File: src/rtl/adder_arb_pkg.sv
// Shared encodings for the two-requester adder arbiter: FSM states,
// arithmetic modes and one-hot grant values.
package adder_arb_pkg;

    typedef enum logic [1:0] {
        IDLE = 2'd0,
        EXEC = 2'd1,
        DONE = 2'd2
    } state_t;

    localparam logic MODE_UNS = 1'b0;
    localparam logic MODE_SM  = 1'b1;

    localparam logic [1:0] GNT_NONE = 2'b00;
    localparam logic [1:0] GNT0     = 2'b01;
    localparam logic [1:0] GNT1     = 2'b10;

endpackage

File: src/rtl/adder_arbiter_add_core.sv
// Combinational adder core: unsigned add with carry, or sign-magnitude add
// producing a WIDTH+1-bit two's-complement sum and a representability flag.
module add_core
    import adder_arb_pkg::*;
#(
    parameter int WIDTH = 8
) (
    input  logic             i_mode,
    input  logic [WIDTH-1:0] i_a,
    input  logic [WIDTH-1:0] i_b,
    output logic [WIDTH:0]   o_sum,
    output logic             o_flag
);

    localparam logic [WIDTH:0] SM_MAX = (WIDTH+1)'((2 ** (WIDTH-1)) - 1);

    logic [WIDTH:0] w_uns_sum;
    logic [WIDTH:0] w_mag_a;
    logic [WIDTH:0] w_mag_b;
    logic [WIDTH:0] w_tc_a;
    logic [WIDTH:0] w_tc_b;
    logic [WIDTH:0] w_sm_sum;
    logic [WIDTH:0] w_sm_abs;

    assign w_uns_sum = {1'b0, i_a} + {1'b0, i_b};

    // Negating a zero magnitude yields zero, so negative zero needs no special case.
    assign w_mag_a = {2'b00, i_a[WIDTH-2:0]};
    assign w_mag_b = {2'b00, i_b[WIDTH-2:0]};
    assign w_tc_a  = i_a[WIDTH-1] ? (~w_mag_a + 1'b1) : w_mag_a;
    assign w_tc_b  = i_b[WIDTH-1] ? (~w_mag_b + 1'b1) : w_mag_b;

    assign w_sm_sum = w_tc_a + w_tc_b;
    assign w_sm_abs = w_sm_sum[WIDTH] ? (~w_sm_sum + 1'b1) : w_sm_sum;

    assign o_sum  = (i_mode == MODE_SM) ? w_sm_sum : w_uns_sum;
    assign o_flag = (i_mode == MODE_SM) ? (w_sm_abs > SM_MAX) : w_uns_sum[WIDTH];

endmodule

File: src/rtl/adder_arbiter.sv
// Shares one adder core between two requesters: arbitrates in IDLE, latches
// the winner's operands, registers the result and pulses the winner's done.
module adder_arbiter
    import adder_arb_pkg::*;
#(
    parameter int WIDTH = 8,
    parameter bit FAIR  = 1'b1
) (
    input  logic             clk,
    input  logic             rst,
    input  logic             iReq0,
    input  logic             iSA0,
    input  logic [WIDTH-1:0] iData_a0,
    input  logic [WIDTH-1:0] iData_b0,
    input  logic             iReq1,
    input  logic             iSA1,
    input  logic [WIDTH-1:0] iData_a1,
    input  logic [WIDTH-1:0] iData_b1,
    output logic             oDone0,
    output logic             oDone1,
    output logic [WIDTH:0]   oData,
    output logic             oData_C,
    output logic [1:0]       oGrant,
    output logic             oBusy
);

    state_t           r_state;
    logic             r_last;
    logic             r_mode;
    logic [WIDTH-1:0] r_a;
    logic [WIDTH-1:0] r_b;
    logic [1:0]       r_grant;
    logic             r_done0;
    logic             r_done1;
    logic [WIDTH:0]   r_data;
    logic             r_c;
    logic             r_busy;

    logic             w_any_req;
    logic             w_pick1;
    logic [WIDTH:0]   w_sum;
    logic             w_flag;

    // Requester 1 wins alone, or on a tie when fair and requester 0 was served last.
    assign w_any_req = iReq0 | iReq1;
    assign w_pick1   = iReq1 & (~iReq0 | (FAIR & ~r_last));

    add_core #(.WIDTH(WIDTH)) u_add_core (
        .i_mode (r_mode),
        .i_a    (r_a),
        .i_b    (r_b),
        .o_sum  (w_sum),
        .o_flag (w_flag)
    );

    always_ff @(posedge clk) begin
        if (rst) begin
            r_state <= IDLE;
            r_last  <= 1'b1;
            r_mode  <= MODE_UNS;
            r_a     <= '0;
            r_b     <= '0;
            r_grant <= GNT_NONE;
            r_done0 <= 1'b0;
            r_done1 <= 1'b0;
            r_data  <= '0;
            r_c     <= 1'b0;
            r_busy  <= 1'b0;
        end else begin
            case (r_state)
                IDLE: begin
                    if (w_any_req) begin
                        r_mode  <= w_pick1 ? iSA1     : iSA0;
                        r_a     <= w_pick1 ? iData_a1 : iData_a0;
                        r_b     <= w_pick1 ? iData_b1 : iData_b0;
                        r_grant <= w_pick1 ? GNT1     : GNT0;
                        r_last  <= w_pick1;
                        r_busy  <= 1'b1;
                        r_state <= EXEC;
                    end
                end
                EXEC: begin
                    r_data  <= w_sum;
                    r_c     <= w_flag;
                    r_done0 <= r_grant[0];
                    r_done1 <= r_grant[1];
                    r_state <= DONE;
                end
                DONE: begin
                    r_done0 <= 1'b0;
                    r_done1 <= 1'b0;
                    r_grant <= GNT_NONE;
                    r_busy  <= 1'b0;
                    r_state <= IDLE;
                end
                default: begin
                    r_done0 <= 1'b0;
                    r_done1 <= 1'b0;
                    r_grant <= GNT_NONE;
                    r_busy  <= 1'b0;
                    r_state <= IDLE;
                end
            endcase
        end
    end

    assign oDone0  = r_done0;
    assign oDone1  = r_done1;
    assign oData   = r_data;
    assign oData_C = r_c;
    assign oGrant  = r_grant;
    assign oBusy   = r_busy;

endmodule

File: config.mk
export PLATFORM = sky130hd
export DESIGN_NAME = adder_arbiter
export DESIGN_NICKNAME = d
export VERILOG_FILES = /design/src/rtl/adder_arb_pkg.sv /design/src/rtl/adder_arbiter_add_core.sv /design/src/rtl/adder_arbiter.sv
export SDC_FILE = /design/constraint.sdc
export NUM_CORES = 1
export LEC_CHECK = 0
export ABC_AREA = 1
export BUFFER_PORTS_ARGS = -buffer_cell sky130_fd_sc_hd__buf_4
export CAP_MARGIN = 40
export CORE_MARGIN = 4
export CORE_UTILIZATION = 57
export CTS_BUF_LIST = sky130_fd_sc_hd__clkbuf_8
export CTS_CLUSTER_SIZE = 25
export DETAILED_ROUTE_END_ITERATION = 8
export PLACE_DENSITY_LB_ADDON = 0.05
export SLEW_MARGIN = 0
export SYNTH_ARGS = -nofsm -noshare
export SYNTH_HDL_FRONTEND = slang
export SYNTH_SLANG_ARGS = --single-unit
File: constraint.sdc
create_clock -name clk -period 2.7 [get_ports clk]
set_input_delay 0.135 -clock clk [delete_from_list [all_inputs] [get_ports clk]]
set_output_delay 0.135 -clock clk [all_outputs]
set_load 0.005 [all_outputs]
-- After elaboration in Yosys (flattened, before gate mapping)
Index checks and enable logic that the tools add are counted.
Widths: inputs -> output; s select.
- logic and storage cells: 48
- output and inout bits: 15
- flip-flop bits (word level): 35
- input bits: 38
- $lt $le $gt $ge: 1
- equal/unequal tests: 2
- bitwise gates (word level): 9
- reduce and logical (&&, ||, !) cells: 3
- $add $sub $neg: 5
- mux-type cells: 17
- operators by type and width (operator ; number):
    $mux 9 ; 4
    $add 9x1->9 const B ; 3
    $not 7->9 ; 2
    $mux 8 ; 2
    $add 8x8->9 ; 1
    $add 9x9->9 ; 1
    $gt 9x7->1 const B ; 1
    $not 9->9 ; 1
    $pmux 2 s2 ; 2
    $mux 2 ; 3
    $pmux 1 s2 ; 3
    $reduce_and 2->1 ; 2
    $mux 1 ; 3
    $not 1->1 ; 3
    $eq 2x1->1 const B ; 1
    $logic_not 2->1 ; 1
    $ne 2x2->1 const B ; 1
    $or 1x1->1 ; 2
    $and 1x1->1 ; 1

-- Depth between registers and ports, before layout
- depth after elaboration: 9
- gate-level depth with buffers: 22
- depth with buffers taken out: 22

-- Modules after synthesis
A second synthesis with hierarchy kept.
- cells, all modules: 512
- area, all modules: 3022.9 µm²
- by module, submodules not included (module ; instances ; cells an instance ; area each (µm²)):
    adder_arbiter ; 1 ; 262 ; 1687.9
    add_core ; 1 ; 250 ; 1335.0

-- Least setup slack after synthesis
No wires, ideal clock.
- path type: register to register
- start point: reg r_b[1]
- end point: reg r_c, in the netlist oData_C
- arrival: 2208 ps
- clock period less this slack: 2274 ps
- path slack: 426 ps
- cell stages (with the launch flop): 18
- library setup time: 66 ps
- path through: dfxtp_1 inv_1 ha_1 or2_2 o21ai_0 inv_1 ha_1 nand3_1 nand2_1 nand2_1 nand3_2 nor2_4 nand3_2 nand2_1 nand2_1 nand2_1 nand2_1 a21oi_2
- word-level cells in the longest chain between the ends: 9
- elaborated cells on any way between the ends: 10
- ends and longest elaborated chain (what ; RTL line ; RTL):
    start, declared ; adder_arbiter.sv:31 ; logic [WIDTH-1:0] r_b;
    start signal, assigned ; adder_arbiter.sv:75 ; r_b <= w_pick1 ? iData_b1 : iData_b0;
    $not 7->9 ; adder_arbiter_add_core.sv:31 ; assign w_tc_b = i_b[WIDTH-1] ? (~w_mag_b + 1'b1) : w_mag_b;
    $add 9x1->9 ; adder_arbiter_add_core.sv:31 ;
    $mux 9 ; adder_arbiter_add_core.sv:31 ;
    $add 9x9->9 ; adder_arbiter_add_core.sv:33 ; assign w_sm_sum = w_tc_a + w_tc_b;
    $not 9->9 ; adder_arbiter_add_core.sv:34 ; assign w_sm_abs = w_sm_sum[WIDTH] ? (~w_sm_sum + 1'b1) : w_sm_sum;
    $add 9x1->9 ; adder_arbiter_add_core.sv:34 ;
    $mux 9 ; adder_arbiter_add_core.sv:34 ;
    $gt 9x7->1 ; adder_arbiter_add_core.sv:37 ; assign o_flag = (i_mode == MODE_SM) ? (w_sm_abs > SM_MAX) : w_uns_sum[WIDTH];
    $mux 1 (*) ; adder_arbiter_add_core.sv:37 ;
    end signal, assigned ; adder_arbiter.sv:84 ; r_c <= w_flag;
    end, declared ; adder_arbiter.sv:36 ; logic r_c;
Mark *: on every way between the ends. The rest lies on a longest branch, timed or not.
A chain may end at the register's enable or synchronous reset.

-- Worst setup path in the final report
- start point: reg r_a[1]
- end point: reg r_c, in the netlist oData_C
- word-level cells in the longest chain between the ends: 9
- elaborated cells on any way between the ends: 10
- ends and longest elaborated chain (what ; RTL line ; RTL):
    start, declared ; adder_arbiter.sv:30 ; logic [WIDTH-1:0] r_a;
    start signal, assigned ; adder_arbiter.sv:74 ; r_a <= w_pick1 ? iData_a1 : iData_a0;
    $not 7->9 ; adder_arbiter_add_core.sv:30 ; assign w_tc_a = i_a[WIDTH-1] ? (~w_mag_a + 1'b1) : w_mag_a;
    $add 9x1->9 ; adder_arbiter_add_core.sv:30 ;
    $mux 9 ; adder_arbiter_add_core.sv:30 ;
    $add 9x9->9 ; adder_arbiter_add_core.sv:33 ;
    $not 9->9 ; adder_arbiter_add_core.sv:34 ;
    $add 9x1->9 ; adder_arbiter_add_core.sv:34 ;
    $mux 9 ; adder_arbiter_add_core.sv:34 ;
    $gt 9x7->1 ; adder_arbiter_add_core.sv:37 ;
    $mux 1 (*) ; adder_arbiter_add_core.sv:37 ;
Marks and branches as above.

==> PnR_summary.wiki <==
{| class="wikitable"
! Metric !! Value
|-
| Post-layout minimum cycle time || 2.48 ns
|-
| Inst Count DP || 507
|-
| Share of synthesized area occupied by flip-flops and latches || 26.3%
|-
| Number of global-route vias before repair || 2608
|-
| Critical Path RT || 2.92 ns
|-
| Endpoint arrival time on the critical path || 2.71 ns
|-
| Total power divided by cell area || 528 nW/µm²
|-
| Max Transition Viols Final || 0
|-
| Ports placed on the boundary || 53
|-
| Synth area leaders || sky130_fd_sc_hd__dfxtp_1, sky130_fd_sc_hd__nand2_1, sky130_fd_sc_hd__ha_1
|-
| Wire length of the first global-routing pass || 11400 µm
|-
| Cell occurring most often along the worst timing path || sky130_fd_sc_hd__nand2_1
|-
| Highest Clock Rate || 0.403 GHz
|-
| Maximum number of pins on one net before global-route repair || 27
|-
| Switching Fraction || 39.3%
|-
| Summed instance area of the synthesized netlist || 2670 µm²
|-
| Global placement routability congestion || 0.937
|-
| Number of buffers inserted by post-CTS setup repair || 0
|-
| Startpoint of the worst setup timing path || r_a[1]
|-
| Highest-count cells in the layout ignoring fill and taps || sky130_fd_sc_hd__nand2_1, sky130_fd_sc_hd__buf_4, sky130_fd_sc_hd__inv_1, sky130_fd_sc_hd__dfxtp_1, sky130_fd_sc_hd__nor2_1
|-
| CTS Root Buffer Type || sky130_fd_sc_hd__clkbuf_8
|-
| Via-to-Cell Ratio || 5.31
|-
| Post-synthesis sequential element count || 35
|-
| DRC violations left || 0
|-
| All-layer global routing usage || 23.3%
|-
| Share of power burned in registers || 37.0%
|-
| Startpoint of the lowest-slack register-to-register path || r_a[1]
|-
| Number of hold violations in the final report || 0
|-
| Static leakage power || 1.59 nW
|-
| Mean instance size in the synthesized netlist || 6.46 µm²
|-
| Total power || 1.67 mW
|-
| Initial standard-cell utilization of the core || 60.1%
|-
| Synth Net Count || 471
|-
| Dpl hpwl || 5250 µm
|-
| Startpoint type of the worst setup path || register
|-
| Cell taking the most area after synthesis || sky130_fd_sc_hd__dfxtp_1
|-
| Number of flops mapped to enable cells by yosys || 0
|-
| Number of DRC markers after the initial detailed-route iteration || 124
|-
| Setup repair after global routing missed its margin || no
|-
| Wire length after detailed routing || 6560 µm
|-
| Post-synthesis to final-layout area growth || 18.6%
|-
| # nets final || 520
|-
| TritonCTS clock tree || built
|-
| Clock-pin slew reported for the worst setup and hold paths after clock tree synthesis || 0.08 ns
|-
| Die footprint || 5840 µm²
|-
| TritonCTS buffer count || 5
|-
| Level count of the clock H-tree || 2
|-
| Horizontal die dimension || 76.4 µm
|-
| Fin crit share || 91.9%
|-
| Fraction of synthesis flops using an asynchronous set or reset pin || 0%
|-
| Wire per inst || 12.7 µm
|-
| Critical path, cell by cell || inv_2 > ha_2 > nand2_1 > o21ai_0 > inv_1 > fa_1 > inv_1 > nand2_1 > a21oi_1 > nand3_2 > nor2_4 > nand3_2 > nand2_1 > nand2_1 > nand2_1 > nand2_1 > a21oi_2
|-
| Endpoint kind of the worst setup timing path || register
|-
| Antenna diode count || 0
|-
| Number of port buffers || 52
|-
| Floorplan core area || 4440 µm²
|-
| Worst hold path type || input pin to register
|-
| Layout Cells excl Fill || 515
|-
| Max-slew headroom at the worst pin || 59.9%
|-
| Total Negative Setup Slacks || 0 ns
|-
| Insertion delay to the later sink of the worst-skew pair || 0.29 ns
|-
| Deepest clock path buffer count || 2
|-
| Sink Count || 35
|-
| Maximum fanout along the worst path || 4
|-
| Proportion of power drawn by the clock network || 22.4%
|-
| Max rail drop VDD || 0.355 mV
|-
| Cells after synthesis || 413
|-
| Slew of the pin with the lowest slew margin || 0.600 ns
|-
| Slowest Stage Delay on Critical Path || 0.41 ns
|-
| Slowest cell on crit path || sky130_fd_sc_hd__fa_1
|-
| Most common library cell in the layout ignoring fill and taps || sky130_fd_sc_hd__nand2_1
|-
| Number of placement rows || 24
|-
| Hold buffer count at cts || 0
|-
| Startpoint of the lowest-slack hold path || iData_a0[4]
|-
| Category of the critical setup timing path || register to register
|-
| Top FF cell, synth || sky130_fd_sc_hd__dfxtp_1
|-
| Max-cap violation count || 0
|-
| Die Y-Extent || 76.4 µm
|-
| Share of total power in combinational logic || 40.6%
|-
| Yosys warning total || 0
|-
| Synth cell types || 36
|-
| Switch Pwr || 657 µW
|-
| Total global routing overflow || 0
|-
| Worst-case clock skew || 0.0127 ns
|-
| Internal power || 1.01 mW
|-
| Setup violators final || 0
|-
| Count of antenna-violating nets left after detailed routing || 0
|-
| Via count || 2736
|-
| Number of detailed-route iterations in the first pass || 4
|-
| PnR worst setup slack || 0.218 ns
|-
| Post-placement worst setup slack || 0.207 ns
|-
| Fraction of post-synthesis cell area in the top cell type by area || 26.3%
|-
| Result of the run || completed
|-
| Share of post-route cells with drive strength above 1 || 20.7%
|-
| Number of antenna violations at the first check in global routing || 0
|}
## flip-flops by register name, indices dropped and copies added, names as in the netlist
| name | count |
|---|---|
| oDone0 | 1 |
| r_a | 8 |
| oBusy | 1 |
| r_state | 2 |
| r_mode | 1 |
| oDone1 | 1 |
| r_b | 8 |
| oData | 9 |
| oGrant | 2 |
| oData_C | 1 |
| r_last | 1 |
## Yosys cell counts (3+ instances only)
library cell and number:
sky130_fd_sc_hd__a21oi_1 18, sky130_fd_sc_hd__a31oi_1 18, sky130_fd_sc_hd__buf_2 3, sky130_fd_sc_hd__clkbuf_1 5, sky130_fd_sc_hd__dfxtp_1 35, sky130_fd_sc_hd__ha_1 18, sky130_fd_sc_hd__inv_1 51, sky130_fd_sc_hd__inv_2 6
sky130_fd_sc_hd__nand2_1 141, sky130_fd_sc_hd__nand2_2 10, sky130_fd_sc_hd__nand3_1 21, sky130_fd_sc_hd__nand3_2 5, sky130_fd_sc_hd__nand4_1 3, sky130_fd_sc_hd__nor2_1 26, sky130_fd_sc_hd__o211ai_1 4, sky130_fd_sc_hd__o21ai_0 13
sky130_fd_sc_hd__xor2_1 8
## power by group through the flow
stage / clock [mW] / sequential (mW) / combinational [mW]
6_report: 0.375 / 0.618 / 0.679
5_1_grt: 0.401 / 0.624 / 0.769
4_1_cts: 0.382 / 0.615 / 0.674
3_5_place_dp: 0 / 0.626 / 0.668
3_3_place_gp: 0 / 0.624 / 0.658
2_1_floorplan: 0 / 0.608 / 0.497
## timing repair
action / 4_1_cts / 5_1_grt
resized for setup: 0 / 5
endpoints found under the hold margin: 0 / 0
endpoints found under the setup margin: 0 / 2
## per-stage QoR
| step | cell area [µm²] | hold slack (ns) | util (%) |
|---|---|---|---|
| floorplan | 2670 | 0.292 | - |
| global placement | 3070 | 0.392 | 69.1 |
| detailed placement | 3070 | 0.404 | 69.1 |
| CTS | 3160 | 0.100 | 71.1 |
| global route | 3170 | 0.118 | 71.2 |
| finish | 3170 | 0.107 | 71.2 |
## final timing paths
| kind | endpoint | slack, ns | depth (start not counted) |
|---|---|---|---|
| min | r_a[4] | 0.11 | 3 |
| min reg2reg | oData[7] | 0.47 | 2 |
| max | oData_C | 0.22 | 17 |
| max reg2reg | oData_C | 0.22 | 17 |
## critical path: cells and delay by family (launching register included)
family | cells | cell delay (ns)
AO/OA/AOI/OAI | 3 | 0.42
AND/OR/NAND/NOR | 9 | 0.62
adder cells (fa/ha/maj) | 2 | 0.72
buffers and inverters | 3 | 0.30
flip-flops | 1 | 0.37
## layout make-up
class	count	area [µm²]
Inverter	58	218
Fill cell	395	1280
Clock inverter	3	20.0
Timing Repair Buffer	53	398
Tap cell	52	65.1
Sequential cell	35	702
Multi-Input combinational cell	309	1690
Clock buffer	5	68.8
## routing by layer
| metal | up-vias | wire [µm] | track usage, % |
|---|---|---|---|
| met2 | 86 | 3020 | 38.3 |
| li1 | 1421 | - | - |
| met1 | 1215 | 3060 | 30.2 |
| met4 | 0 | 125 | 8.33 |
| met3 | 14 | 346 | 4.49 |
| met5 | - | 0 | 0 |
## cell families (layout without fill, tap and decap cells)
family,count (synthesis),in the layout,synth area share (%)
AOI/OAI and AO/OA,63,63,14.8
xor gates and xnor gates,10,10,3.28
adders and majority gates,20,20,9.94
buffers and inverters,69,119,10.5
DFF,35,35,26.3
and+or+nand+nor,216,216,35.3
No activity file was read; power rests on OpenSTA's default activity.
